==> src/rtl/pipeline_pkg.sv <==
// Shared pipeline types: skid-stage FSM encoding, counter width default and per-stage payloads.
package pipeline_pkg;

  typedef enum logic [1:0] {
    SKID_EMPTY = 2'd0,
    SKID_BUSY  = 2'd1,
    SKID_FULL  = 2'd2
  } skid_state_e;

  localparam int PIPE_CNT_WIDTH = 32;

  typedef struct packed {
    logic [63:0] pc;
    logic [31:0] instr;
  } if_id_pipe_t;

  typedef struct packed {
    logic [63:0] pc;
    logic [63:0] rs1_val;
    logic [63:0] rs2_val;
    logic [63:0] imm;
    logic [4:0]  rd;
    logic [9:0]  ctrl;
  } id_ex_pipe_t;

  typedef struct packed {
    logic [63:0] alu_res;
    logic [63:0] store_val;
    logic [4:0]  rd;
    logic [5:0]  ctrl;
  } ex_mem_pipe_t;

  typedef struct packed {
    logic [63:0] wb_val;
    logic [4:0]  rd;
    logic        reg_we;
  } mem_wb_pipe_t;

endpackage

==> src/rtl/pipe_sat_counter.sv <==
// Saturating event counter: counts inc_i cycles, holds at all-ones, cleared only by reset.
module pipe_sat_counter #(
  parameter int CNT_WIDTH = 32
) (
  input  logic                 clk_i,
  input  logic                 rst_i,
  input  logic                 inc_i,
  output logic [CNT_WIDTH-1:0] cnt_o
);

  logic [CNT_WIDTH-1:0] cnt_q, cnt_d;

  always_comb begin
    cnt_d = cnt_q;
    if (inc_i && (cnt_q != {CNT_WIDTH{1'b1}})) begin
      cnt_d = cnt_q + CNT_WIDTH'(1);
    end
  end

  always_ff @(posedge clk_i or posedge rst_i) begin
    if (rst_i) begin
      cnt_q <= '0;
    end else begin
      cnt_q <= cnt_d;
    end
  end

  assign cnt_o = cnt_q;

endmodule

==> src/rtl/pipe_skid_stage.sv <==
// Valid/ready pipeline register with 2-entry skid (1-cycle latency, full rate, registered ready)
// and synchronous flush; stall/flush statistics counters exist only with PIPE_STAT_EN.
module pipe_skid_stage
  import pipeline_pkg::*;
#(
  parameter int               WIDTH     = 64,
  parameter logic [WIDTH-1:0] RST_VAL   = '0,
  parameter int               CNT_WIDTH = PIPE_CNT_WIDTH
) (
  input  logic                 clk_i,
  input  logic                 rst_i,
  input  logic                 in_valid_i,
  output logic                 in_ready_o,
  input  logic [WIDTH-1:0]     in_data_i,
  output logic                 out_valid_o,
  input  logic                 out_ready_i,
  output logic [WIDTH-1:0]     out_data_o,
  input  logic                 flush_i,
  output logic [CNT_WIDTH-1:0] stall_cnt_o,
  output logic [CNT_WIDTH-1:0] flush_cnt_o
);

  skid_state_e      state_q, state_d;
  logic [WIDTH-1:0] main_q, main_d;
  logic [WIDTH-1:0] skid_q, skid_d;
  logic             in_fire, out_fire;

  assign in_ready_o  = (state_q != SKID_FULL);
  assign out_valid_o = (state_q != SKID_EMPTY);
  assign out_data_o  = main_q;

  assign in_fire  = in_valid_i & in_ready_o;
  assign out_fire = out_valid_o & out_ready_i;

  always_comb begin
    state_d = state_q;
    main_d  = main_q;
    skid_d  = skid_q;
    unique case (state_q)
      SKID_EMPTY: begin
        if (in_fire) begin
          state_d = SKID_BUSY;
          main_d  = in_data_i;
        end
      end
      SKID_BUSY: begin
        if (in_fire && out_fire) begin
          main_d = in_data_i;
        end else if (in_fire) begin
          state_d = SKID_FULL;
          skid_d  = in_data_i;
        end else if (out_fire) begin
          state_d = SKID_EMPTY;
        end
      end
      SKID_FULL: begin
        if (out_fire) begin
          state_d = SKID_BUSY;
          main_d  = skid_q;
        end
      end
      default: state_d = SKID_EMPTY;
    endcase
    // Flush drops any incoming or shifting payload; slot contents stay untouched.
    if (flush_i) begin
      state_d = SKID_EMPTY;
      main_d  = main_q;
      skid_d  = skid_q;
    end
  end

  always_ff @(posedge clk_i or posedge rst_i) begin
    if (rst_i) begin
      state_q <= SKID_EMPTY;
      main_q  <= RST_VAL;
      skid_q  <= RST_VAL;
    end else begin
      state_q <= state_d;
      main_q  <= main_d;
      skid_q  <= skid_d;
    end
  end

`ifdef PIPE_STAT_EN
  logic stall_inc, flush_inc;

  assign stall_inc = out_valid_o & ~out_ready_i;
  // A held entry is killed unless it is the one being consumed this cycle.
  assign flush_inc = flush_i & ((state_q == SKID_FULL) |
                                ((state_q == SKID_BUSY) & ~out_ready_i));

  pipe_sat_counter #(.CNT_WIDTH(CNT_WIDTH)) u_stall_cnt (
    .clk_i (clk_i),
    .rst_i (rst_i),
    .inc_i (stall_inc),
    .cnt_o (stall_cnt_o)
  );

  pipe_sat_counter #(.CNT_WIDTH(CNT_WIDTH)) u_flush_cnt (
    .clk_i (clk_i),
    .rst_i (rst_i),
    .inc_i (flush_inc),
    .cnt_o (flush_cnt_o)
  );
`else
  assign stall_cnt_o = '0;
  assign flush_cnt_o = '0;
`endif

endmodule

==> config.mk <==
export PLATFORM = sky130hd
export DESIGN_NAME = pipe_skid_stage
export DESIGN_NICKNAME = d
export VERILOG_FILES = /design/src/rtl/pipeline_pkg.sv /design/src/rtl/pipe_sat_counter.sv /design/src/rtl/pipe_skid_stage.sv
export SDC_FILE = /design/constraint.sdc
export NUM_CORES = 1
export LEC_CHECK = 0
export ABC_AREA = 0
export CAP_MARGIN = 20
export CELL_PAD_IN_SITES_DETAIL_PLACEMENT = 0
export CELL_PAD_IN_SITES_GLOBAL_PLACEMENT = 1
export CORE_MARGIN = 5
export CORE_UTILIZATION = 37
export CTS_CLUSTER_SIZE = 14
export DETAILED_ROUTE_END_ITERATION = 10
export PLACE_DENSITY_LB_ADDON = 0.1
export RECOVER_POWER = 25
export SLEW_MARGIN = 20
export SYNTH_ARGS = -nofsm -noshare
export SYNTH_HDL_FRONTEND = slang
export SYNTH_SLANG_ARGS = --single-unit
==> constraint.sdc <==
create_clock -name clk_i -period 4.4 [get_ports clk_i]
set_clock_uncertainty 0.1 [all_clocks]
set_input_delay 0.44 -clock clk_i [delete_from_list [all_inputs] [get_ports clk_i]]
set_output_delay 0.44 -clock clk_i [all_outputs]
set_load 0.005 [all_outputs]
Word level (Yosys, flattened, before mapping)
Cells that the tools add are included.
Operators by class
  bitwise operators: 4
  order comparisons: 0
  equality and inequality tests: 10
  div/mod/pow operators: 0
  shift operators: 0
  $mul: 0
  reduce and logical (&&, ||, !) cells: 7
  multiplexer cells: 11
  add/subtract/negate cells: 0
Operators with widths (count)
  64-bit 2-to-1 mux: 3
  64-bit one-hot mux with 3 select lines: 1
  2-bit 2-to-1 mux: 6
  3-bit != test, second input constant: 3
  2-bit != test, second input constant: 4
  4-bit AND reduction: 2
  2-bit one-hot mux with 3 select lines: 1
  5-bit AND reduction: 1
  4-bit != test, second input constant: 1
  3-bit nonzero test: 1
  1-bit bitwise AND: 2
  2-bit by 1-bit == test with 1-bit output, second input constant: 1
  2-bit == test, second input constant: 1
  2-bit logical NOT: 1
  1-bit inverter: 2
  2-bit nonzero test: 1
  1-bit logical AND: 1
Storage, ports and cells
  memories kept: 0
  memory bits (writable): 0
  output and inout port bits: 130
  input port bits: 69
  logic and storage cells: 35
  bits in latches: 0
  bits in read-only memories: 0
  flip-flop bits (word level): 130

Longest topological paths before layout
  word-level depth: 7
  gate-level depth with buffers: 6
  gate-level depth less buffers: 4

Worst setup path after synthesis
No wires, ideal clock.
  path kind: input-to-reg
  from: input port flush_i
  to: register main_q[31] (netlist: out_data_o[31])
  data required time: 4172 ps
  data arrival time: 1660 ps
  setup slack: 2513 ps
  path buffers: 1
  setup time: 128 ps
  stages on the path: 4
  cells stage by stage: or4bb_1 o31ai_4 buf_6 mux2_1
On the way
  longest elaborated chain between the ends: 2
Ends and longest elaborated chain
  start: declaration: line pipe_skid_stage.sv:18  | input logic flush_i,
  1-bit inverter (no line)
  5-bit AND reduction (no line)
  end signal: assignment: line pipe_skid_stage.sv:79  | main_q <= main_d;
  end: declaration: line pipe_skid_stage.sv:24  | logic [WIDTH-1:0] main_q, main_d;
No other way between the ends.
A chain may end at the register's enable or synchronous reset.

==> metrics.yaml <==
critical_path:
  critical_path.cell_chain: "dlygate4sd3_1 > clkinvlp_2 > clkbuf_2"
  timing.critical_path.buf_inv: 3
  cp-start-kind: "input port"
  critical_path_arrival_ns: 3.10
  timing.setup.critical_path_class: "input port to asynchronous set/reset pin"
  critical-path-max-stage-delay_ns: 1.16
  worstPathMaxFanout: 54
  crit_required_ns: 4.59
  worstSetupEndpointType: "asynchronous set/reset pin"
  path_delay_family: "buffers and inverters"
  critPathSlowestCell: "sky130_fd_sc_hd__clkbuf_2"
sta:
  final-max-slew-violation-count: 35
  fin_ws_ns: 1.49
  max_slew_margin_pct: -3.75
  rsz0062_at_grt: "no"
  fin_setup_tns_ns: 0
  timing_worst_slew_pin_value_ns: 1.55
  setup_viol: 0
  final_period_minus_worst_setup_slack_ns: 2.91
  period_share_pct: 66.1
  hold_violations: 0
  max_freq_mhz: 344
global_routing:
  number_of_antenna_violations_at_the_first_check_in_global_routing: 1
  largest_net_degree_at_the_start_of_global_routing: 66
  grt_use_total_pct: 13.6
  grt_pass1_vias: 3868
  grt_remaining_overflow: 0
  first_pass_grt_wire_length_um: 21000
floorplanning:
  core_area_um2: 16500
  fp.dieH_um: 139
  fp.dieW_um: 139
  row_count: 47
  dieArea_um2: 19400
  initial_core_util_pct: 37.5
  io_pins: 199
cts:
  worst_setup_hold_path_clk_slew_ns: 0.06
  cts_hold_buffers: 0
  worst_skew_late_latency_ns: 0.41
  clock_tree_from_tritoncts: "done"
  clockRootBuffer: "sky130_fd_sc_hd__clkbuf_16"
  post_cts.resized_instances: 0
  cts.path.max_buffers: 2
  number_of_setup_buffers_added_after_cts: 0
  clock-sinks: 130
  htree_levels: 4
  cts_buffers: 17
outcome:
  violations: "capacitance limit, slew limit"
  status: "complete, but fails checks"
yosys:
  avgSynthCellArea_um2: 14.6
  synthMostInstantiatedCell: "sky130_fd_sc_hd__mux2_2"
  synth_top_cells_by_area: "sky130_fd_sc_hd__dfrtp_1 53%, sky130_fd_sc_hd__mux2_2 31%, sky130_fd_sc_hd__buf_4 7.9%"
  share_of_the_synthesized_area_in_the_top_cell_type_pct: 52.7
  synth-edff-count: 0
  ys.warnings.count: 0
  synth_top_cell_by_area: "sky130_fd_sc_hd__dfrtp_1"
  yosys_most_used_dff: "sky130_fd_sc_hd__dfrtp_1"
  synth-seq-cells: 130
  post_synth_num_cell_types: 23
  ys_top_cells_by_count: "171 x sky130_fd_sc_hd__mux2_2, 130 x sky130_fd_sc_hd__dfrtp_1, 65 x sky130_fd_sc_hd__buf_4"
  ys_async_sr_fraction_pct: 100
  synth_seq_area_share_pct: 52.7
  postSynthCellCount: 422
  mappedNetlistArea_um2: 6170
route:
  route.detailed.wl_per_inst_um: 16.4
  drc: 0
  postRouteWirelength_um: 13000
  drt_iter0_drc: 99
  dr_total_vias: 3510
  post_drt_via_cell_ratio: 4.43
  antenna_left: 0
  drt_first_pass_iters: 4
placed_design:
  pre_cts_ws_ns: 1.50
  number_of_port_buffers: 134
  routabilityCongestion: 0.694
  dpl-instance-area_um2: 7500
  dp_hpwl_um: 8570
layout:
  final.fill_count: 1465
  antenna-diode-count: 0
  fin_util_pct: 49.2
  syn_to_final_growth_pct: 31.2
  multi_input_area_um2: 2550
  drive_above_1_share_pct: 38.5
  layout.area.seq_um2: 3250
  layout.nets: 628
  fin_area_um2: 8100
pwr:
  total_power_w: 0.00392
  vdd_drop_max_mv: 0.278
  p_leak_nw: 3.50
  power-per-cell-area_nw_per_um2: 483
job:
  max_cap_violations: 1
min_path:
  min-delay-path-class: "flip-flop to flip-flop"
sequential cells by signal, indices dropped and copies added (netlist names):
register / cells
state_q: 2
skid_q: 64
out_data_o: 64
final timing paths:
| path | startpoint | end | slack [ns] | cells after the start |
|---|---|---|---|---|
| setup / recovery | rst_i | skid_q[54] | 1.49 | 3 |
| hold / removal | out_data_o[31] | out_data_o[31] | 0.39 | 1 |
| setup reg to reg | state_q[1] | skid_q[9] | 2.09 | 3 |
| hold reg to reg | out_data_o[31] | out_data_o[31] | 0.39 | 1 |
| max in group clk_i | state_q[0] | in_ready_o | 1.62 | 3 |
| min in group asynchronous | rst_i | out_data_o[9] | 0.76 | 2 |
power by group:
part | switching (W) | internal, W | total, W
registers | 0.000148 | 0.00150 | 0.00164
logic | 0.000242 | 0.000539 | 0.000781
clock network | 0.000502 | 0.000989 | 0.00149
layout make-up:
type | instances | area share [%]
multi-input cells | 269 | 31.4
clock inverters | 10 | 1.92
inverters | 2 | 0.108
well taps | 220 | 3.40
repair buffers | 139 | 17.1
flip-flops and latches | 130 | 40.2
clock buffers | 22 | 5.85
stage by stage:
stage	std cells	hold slack [ns]
2_1_floorplan	485	0.372
3_3_place_gp	759	0.367
3_5_place_dp	760	0.381
4_1_cts	792	0.322
5_1_grt	792	0.416
6_report	792	0.389
cell usage in the layout, fill, tap and decap left out, drive strengths merged, types with 2 or more instances in the layout:
master	Yosys	final
nand2	2	2
clkbuf	1	23
mux2	192	192
clkinvlp	0	3
clkdlybuf4s50	0	133
clkinv	0	4
bufinv	0	4
buf	83	4
conb	1	64
o31ai	2	2
dfrtp	130	130
cell families after synthesis:
kind of cell,Yosys count,synth area share [%]
multiplexers,193,35.5
other,1,0.0607
flip-flops,130,52.7
buffers and inverters,86,10.2
AND/OR/NAND/NOR,8,0.851
AO/OA/AOI/OAI,4,0.709
layer usage:
layer | vias up | share of wire (%) | global-route usage [%]
met4 | 2 | 0.95 | 3.71
met3 | 11 | 7.2 | 6.10
li1 | 1635 | - | -
met2 | 115 | 48 | 21.4
met1 | 1747 | 44 | 17.2
met5 | - | 0.10 | 0
(Power assumes the default switching activity.)
